==> config.mk <==
export PLATFORM = sky130hd
export DESIGN_NAME = sensor_cond
export DESIGN_NICKNAME = d
export VERILOG_FILES = /design/src/rtl/sensor_cond.sv
export SDC_FILE = /design/constraint.sdc
export NUM_CORES = 1
export LEC_CHECK = 0
export BUFFER_PORTS_ARGS = -buffer_cell sky130_fd_sc_hd__buf_2
export CAP_MARGIN = 20
export CORE_ASPECT_RATIO = 0.8
export CORE_UTILIZATION = 35
export DETAILED_ROUTE_END_ITERATION = 6
export GPL_ROUTABILITY_DRIVEN = 0
export GPL_TIMING_DRIVEN = 0
export PLACE_DENSITY_LB_ADDON = 0.08
export RECOVER_POWER = 100
export SYNTH_ARGS = -nofsm -noshare
export SYNTH_HDL_FRONTEND = slang
export SYNTH_SLANG_ARGS = --single-unit
==> constraint.sdc <==
create_clock -name clk -period 4.8 [get_ports clk]
set_clock_uncertainty 0.15 [all_clocks]
set_input_delay 0 -clock clk [delete_from_list [all_inputs] [get_ports clk]]
set_output_delay 0 -clock clk [all_outputs]
set_load 0.005 [all_outputs]
==> src/rtl/sensor_cond.sv <==
// Conditions the four raw A2D channels on a fixed sample period: exponential
// averages for current and torque, hysteretic battery-low, debounced brake.
module sensor_cond #(
  parameter int unsigned SAMP_W    = 16,
  parameter logic [11:0] LOW_BATT  = 12'hA98,
  parameter logic [11:0] BATT_HYST = 12'h040,
  parameter logic [11:0] BRAKE_THR = 12'h800
) (
  input  logic        clk,
  input  logic        rst_n,
  input  logic [11:0] batt,
  input  logic [11:0] curr,
  input  logic [11:0] brake,
  input  logic [11:0] torque,
  output logic [11:0] avg_curr,
  output logic [11:0] avg_torque,
  output logic        batt_low,
  output logic        brake_on,
  output logic        smpl_vld
);

  typedef enum logic [2:0] {
    OFF,
    ON_PEND1,
    ON_PEND2,
    ON,
    OFF_PEND1,
    OFF_PEND2
  } brake_state_t;

  logic [SAMP_W-1:0] smpl_cnt;
  logic              smpl;
  logic [13:0]       acc_c;
  logic [16:0]       acc_t;
  logic              seeded;
  logic [12:0]       rel_thr;
  logic              brake_high;
  brake_state_t      state, state_nxt;

  assign smpl       = &smpl_cnt;
  assign rel_thr    = {1'b0, LOW_BATT} + {1'b0, BATT_HYST};
  assign brake_high = (brake > BRAKE_THR);
  assign avg_curr   = acc_c[13:2];
  assign avg_torque = acc_t[16:5];

  always_ff @(posedge clk or negedge rst_n) begin
    if (!rst_n) begin
      smpl_cnt <= '0;
      smpl_vld <= 1'b0;
    end else begin
      smpl_cnt <= smpl_cnt + 1'b1;
      smpl_vld <= smpl;
    end
  end

  // First strobe after reset loads the sample directly so averages start at it.
  always_ff @(posedge clk or negedge rst_n) begin
    if (!rst_n) begin
      acc_c  <= '0;
      acc_t  <= '0;
      seeded <= 1'b0;
    end else if (smpl) begin
      seeded <= 1'b1;
      if (!seeded) begin
        acc_c <= {curr, 2'b00};
        acc_t <= {torque, 5'b0_0000};
      end else begin
        acc_c <= acc_c - (acc_c >> 2) + {2'b00, curr};
        acc_t <= acc_t - (acc_t >> 5) + {5'b0_0000, torque};
      end
    end
  end

  always_ff @(posedge clk or negedge rst_n) begin
    if (!rst_n) begin
      batt_low <= 1'b0;
    end else if (smpl) begin
      if (batt < LOW_BATT)
        batt_low <= 1'b1;
      else if ({1'b0, batt} >= rel_thr)
        batt_low <= 1'b0;
    end
  end

  always_ff @(posedge clk or negedge rst_n) begin
    if (!rst_n) begin
      state    <= OFF;
      brake_on <= 1'b0;
    end else begin
      state    <= state_nxt;
      brake_on <= (state_nxt == ON) || (state_nxt == OFF_PEND1) ||
                  (state_nxt == OFF_PEND2);
    end
  end

  always_comb begin
    state_nxt = state;
    if (smpl) begin
      case (state)
        OFF:       if (brake_high) state_nxt = ON_PEND1;
        ON_PEND1:  state_nxt = brake_high ? ON_PEND2 : OFF;
        ON_PEND2:  state_nxt = brake_high ? ON : OFF;
        ON:        if (!brake_high) state_nxt = OFF_PEND1;
        OFF_PEND1: state_nxt = brake_high ? ON : OFF_PEND2;
        OFF_PEND2: state_nxt = brake_high ? ON : OFF;
        default:   state_nxt = OFF;
      endcase
    end
  end

endmodule
* After elaboration in Yosys (flattened, before gate mapping) *
Cells that the tools add are included.

word-level totals
  input bits = 50
  output and inout port bits = 27
  register bits after elaboration = 54
  logic and storage cells = 42
  RAM bits = 0
  bits in latches = 0
  memories kept = 0
  bits in read-only memories = 0

cells by class
  reductions and logical operators = 7
  muxes and demuxes = 11
  order comparisons = 3
  equal/unequal tests = 8
  add/sub/neg operators = 5
  multiply operators = 0
  div/mod/pow operators = 0
  bitwise gates (word level) = 0
  shift operators = 0

operator list
  kind                   count
  $add 17x12->17         1
  $mux 17                1
  $reduce_and 17->1      1
  $sub 17x12->17         1
  $add 16x1->16 const B  1
  $reduce_and 16->1      1
  $pmux 3 s5             1
  $add 14x12->14         1
  $mux 14                1
  $sub 14x12->14         1
  $eq 3x3->1 const B     4
  $ge 12x12->1 const B   1
  $gt 12x12->1 const B   1
  $lt 12x12->1 const B   1
  $mux 3                 4
  $eq 3x2->1 const B     3
  $mux 2                 2
  $eq 3x1->1 const B     1
  $logic_not 3->1        1
  $logic_or 1x1->1       2
  $mux 1                 2
  $reduce_bool 2->1      1
  $reduce_or 2->1        1

* Depth between registers and ports, before layout *
  depth in word-level cells = 7
  mapped depth = 13
  depth with buffers taken out = 13

* Least setup slack after synthesis *
Ideal clock, no wire load.

  kind = flip-flop to flip-flop
  start point = reg acc_t[9]
  end point = reg acc_t[16]
  data required time = 4514 ps
  data arrival time = 2628 ps
  period minus slack after synthesis = 2913 ps
  stages on the path, launching flop included = 12
  library setup time = 136 ps
  buffers on the path = 0
  path slack = 1887 ps
  path through = dfrtp_1 -> inv_1 -> fa_1 -> inv_1 -> ha_1 -> a21oi_1 -> a21boi_0 -> nand2_1 -> o21ai_0 -> a2111oi_0 -> a2111oi_0 -> nand2_1

on the way
  cells in the longest elaborated chain, start to end = 3

RTL lines
  item                    RTL line  source
  from (decl)             34        logic [16:0] acc_t;
  from (signal assigned)  66        acc_t <= {torque, 5'b0_0000};
  from (signal assigned)  69        acc_t <= acc_t - (acc_t >> 5) + {5'b0_0000, torque};
  $sub 17x12->17          69
  $add 17x12->17          69
  $mux 17                 64        if (!seeded) begin

Every way passes these cells.
A chain may end at the register's enable or synchronous reset.

* Worst setup path in the final report *
Same ends and word-level chain as after synthesis.

==> impl_metrics.yaml <==
synthesis:
  synth_top_cell_by_area: "dfrtp_1"
  yosys_warnings: 0
  synth_cell_types: 50
  synth_ff_type: "dfrtp_1"
  async_flop_share: 1.00
  ys_ff_latch: 54
  syn-num-nets: 666
  syn_area_um2: 4730
  synth_area_per_cell_um2: 8.45
  syn_inst: 560
  yosysTopAreaCellShare: 0.286
  ys_seq_area_frac: 0.286
  yosys-top-cells-area: "dfrtp_1, fa_1, inv_1"
  synth-edff-count: 0
grt:
  grt_overflow_total: 0
  first_global_vias: 4100
  busiest_layer: "met2"
  grt_pass1_wl_um: 20000
  antenna_found_initial: 0
  use_met3: 0.0215
  grt_use_met2: 0.285
  use_met1: 0.261
  grt_usage: 0.179
  grt_max_degree: 32
cells_and_area:
  final_cell_mix: "inv_1, buf_2, dfrtp_1"
  mostFrequentLayoutCell: "inv_1"
  syn_to_final_growth_pct: 19.8
  stdcell_count: 840
  finalInstanceArea_um2: 5670
  post_route_cells_drive_above_1_share: 0.162
  antennaDiodeCount: 0
  layout.nets: 770
  finish.utilization: 0.436
outcome:
  violations: "max-capacitance violations, max-slew violations"
  status: "finished with violations"
route:
  num_vias: 4032
  drt_iter0_markers: 204
  wl_um: 11700
  routedWlPerCell_um: 14.0
  ant_nets: 0
  drc_errors: 0
  vias_per_cell: 4.80
  firstDrtPassIters: 4
sta:
  setup_slack_ns: 1.34
  final.period_utilization: 0.721
  post-route-min-period_ns: 3.46
  drv_slew: 32
  hold_viol: 0
  fin_tns_setup_ns: 0
  fmax_mhz: 289
  setup_violations: 0
  slew_headroom: -0.174
  worst_pin_slew_ns: 1.76
  rsz0062_at_grt: "false"
pwr:
  max-vdd-ir-drop_v: 0.000137
  leakage_uw: 0.00293
  power.density_nw_per_um2: 207
clocking:
  worstSkewPairLatency_ns: 0.30
  cts-root-buf: "clkbuf_16"
  htree_levels: 2
  postCtsSetupRepairBufs: 0
  cts_made_buffers: 5
  clkSlewWorstSetupHoldPaths_ns: 0.08
  cts_sinks: 54
  cts_buffer_depth: 2
  cts_resized: 0
  cts_tree: "done"
placed_design:
  dp_cells: 809
  dpl_worst_slack_ns: 1.38
  placed_cell_area_um2: 5340
  port_buffers: 73
  place_hpwl_um: 9030
worst_setup_path:
  r2r-start: "acc_t[9]"
  start_kind: "flop"
  worst_r2r_path_depth: 11
  worstPathArrival_ns: 3.48
  critPathMaxFanout: 5
  cp-startpoint: "acc_t[9]"
  end_kind: "flop"
  crit_required_ns: 4.82
  worstSetupPathType: "flop to flop"
  crit_end: "acc_t[16]"
  reg2reg_slack_ns: 1.34
  reg2reg_to: "acc_t[16]"
worst_hold_path:
  hold_start: "curr[10]"
  holdCritPathClass: "primary input to flop"
die:
  die_area_um2: 14000
  die_w_um: 132
  start_util: 0.364
  die_h_um: 106
  row_count: 37
  core_um2: 13000
  io_pins: 77
run:
  drv_cap: 1
stage by stage:
step	power (µW)	hold WS, ns
final	1170	0.0102
after global routing	1250	0.0589
after CTS	1200	0.00282
after detailed placement	771	-0.0945
after global placement	766	0.122
after floorplan	686	-0.446
Yosys cell counts (3+ instances only):
master / instances
a2111oi_0: 3
a21boi_0: 3
a21o_1: 13
a21oi_1: 38
a31oi_1: 6
and3_1: 4
buf_2: 4
buf_4: 24
clkbuf_1: 11
dfrtp_1: 54
fa_1: 24
ha_1: 32
inv_1: 111
mux2i_1: 11
nand2_1: 43
nand2b_1: 4
nand3_1: 21
nand4_1: 7
nor2_1: 14
nor3_1: 10
o21ai_0: 45
o21bai_1: 5
o31ai_1: 3
or3_1: 3
xnor2_1: 25
xor2_1: 11
power breakdown:
group	total, µW	leakage, µW	internal (µW)	switching, µW
registers	466	0.000595	459	7.11
logic	308	0.00226	143	165
clock network	398	0.0000759	200	198
total	1170	0.00293	802	371
state kept, by name, summed over array words and instances (netlist names):
signal / count
seeded: 1
acc_t: 17
smpl_cnt: 16
smpl_vld: 1
brake_on: 1
batt_low: 1
acc_c: 14
state: 3
cells by family (layout without fill, tap and decap cells):
family | count (synthesis) | after routing | share of synthesized area
AO/OA/AOI/OAI | 129 | 129 | 0.163
adder cells (fa/ha/maj) | 56 | 56 | 0.186
buffers and inverters | 151 | 256 | 0.141
multiplexers | 12 | 12 | 0.0256
XOR/XNOR | 36 | 36 | 0.0666
AND/OR/NAND/NOR | 122 | 122 | 0.132
flip-flops | 54 | 54 | 0.286
critical path, stage by stage (launching register included):
cell       delay, ns
dfrtp_1         0.42
inv_1           0.09
fa_1            0.50
inv_1           0.05
ha_1            0.35
a21oi_1         0.20
a21boi_0        0.32
nand2_1         0.09
o21ai_0         0.46
a2111oi_0       0.20
a2111oi_0       0.42
nand2_1         0.09
how the worst min path moves through the flow:
stage	to	slack, ns	cells past startpoint
floorplan	acc_c[0]	-0.45	0
global placement	acc_c[2]	0.12	3
detailed placement	brake_on	-0.09	1
CTS	acc_t[15]	0.003	5
global route	acc_t[15]	0.06	5
finish	acc_c[12]	0.01	5
repair_timing:
action	in CTS	in global routing
hold buffers	23	0
hold endpoints to repair	45	0
endpoints found under the setup margin	0	0
cell type report:
| cell class | count | area (µm²) |
|---|---|---|
| fillers | 1330 | 7340 |
| multi-input cells | 355 | 2690 |
| flip-flops and latches | 54 | 1350 |
| repair buffers | 97 | 597 |
| inverters | 111 | 417 |
| plain buffers | 40 | 243 |
| well taps | 175 | 219 |
| clock buffers | 5 | 125 |
| clock inverters | 3 | 28.8 |
metal layers:
layer	wire (µm)	share of wire
met1	6150	0.52
met3	395	0.034
met5	0	0
met4	74	0.0063
met2	5120	0.44
(Power assumes the default switching activity.)
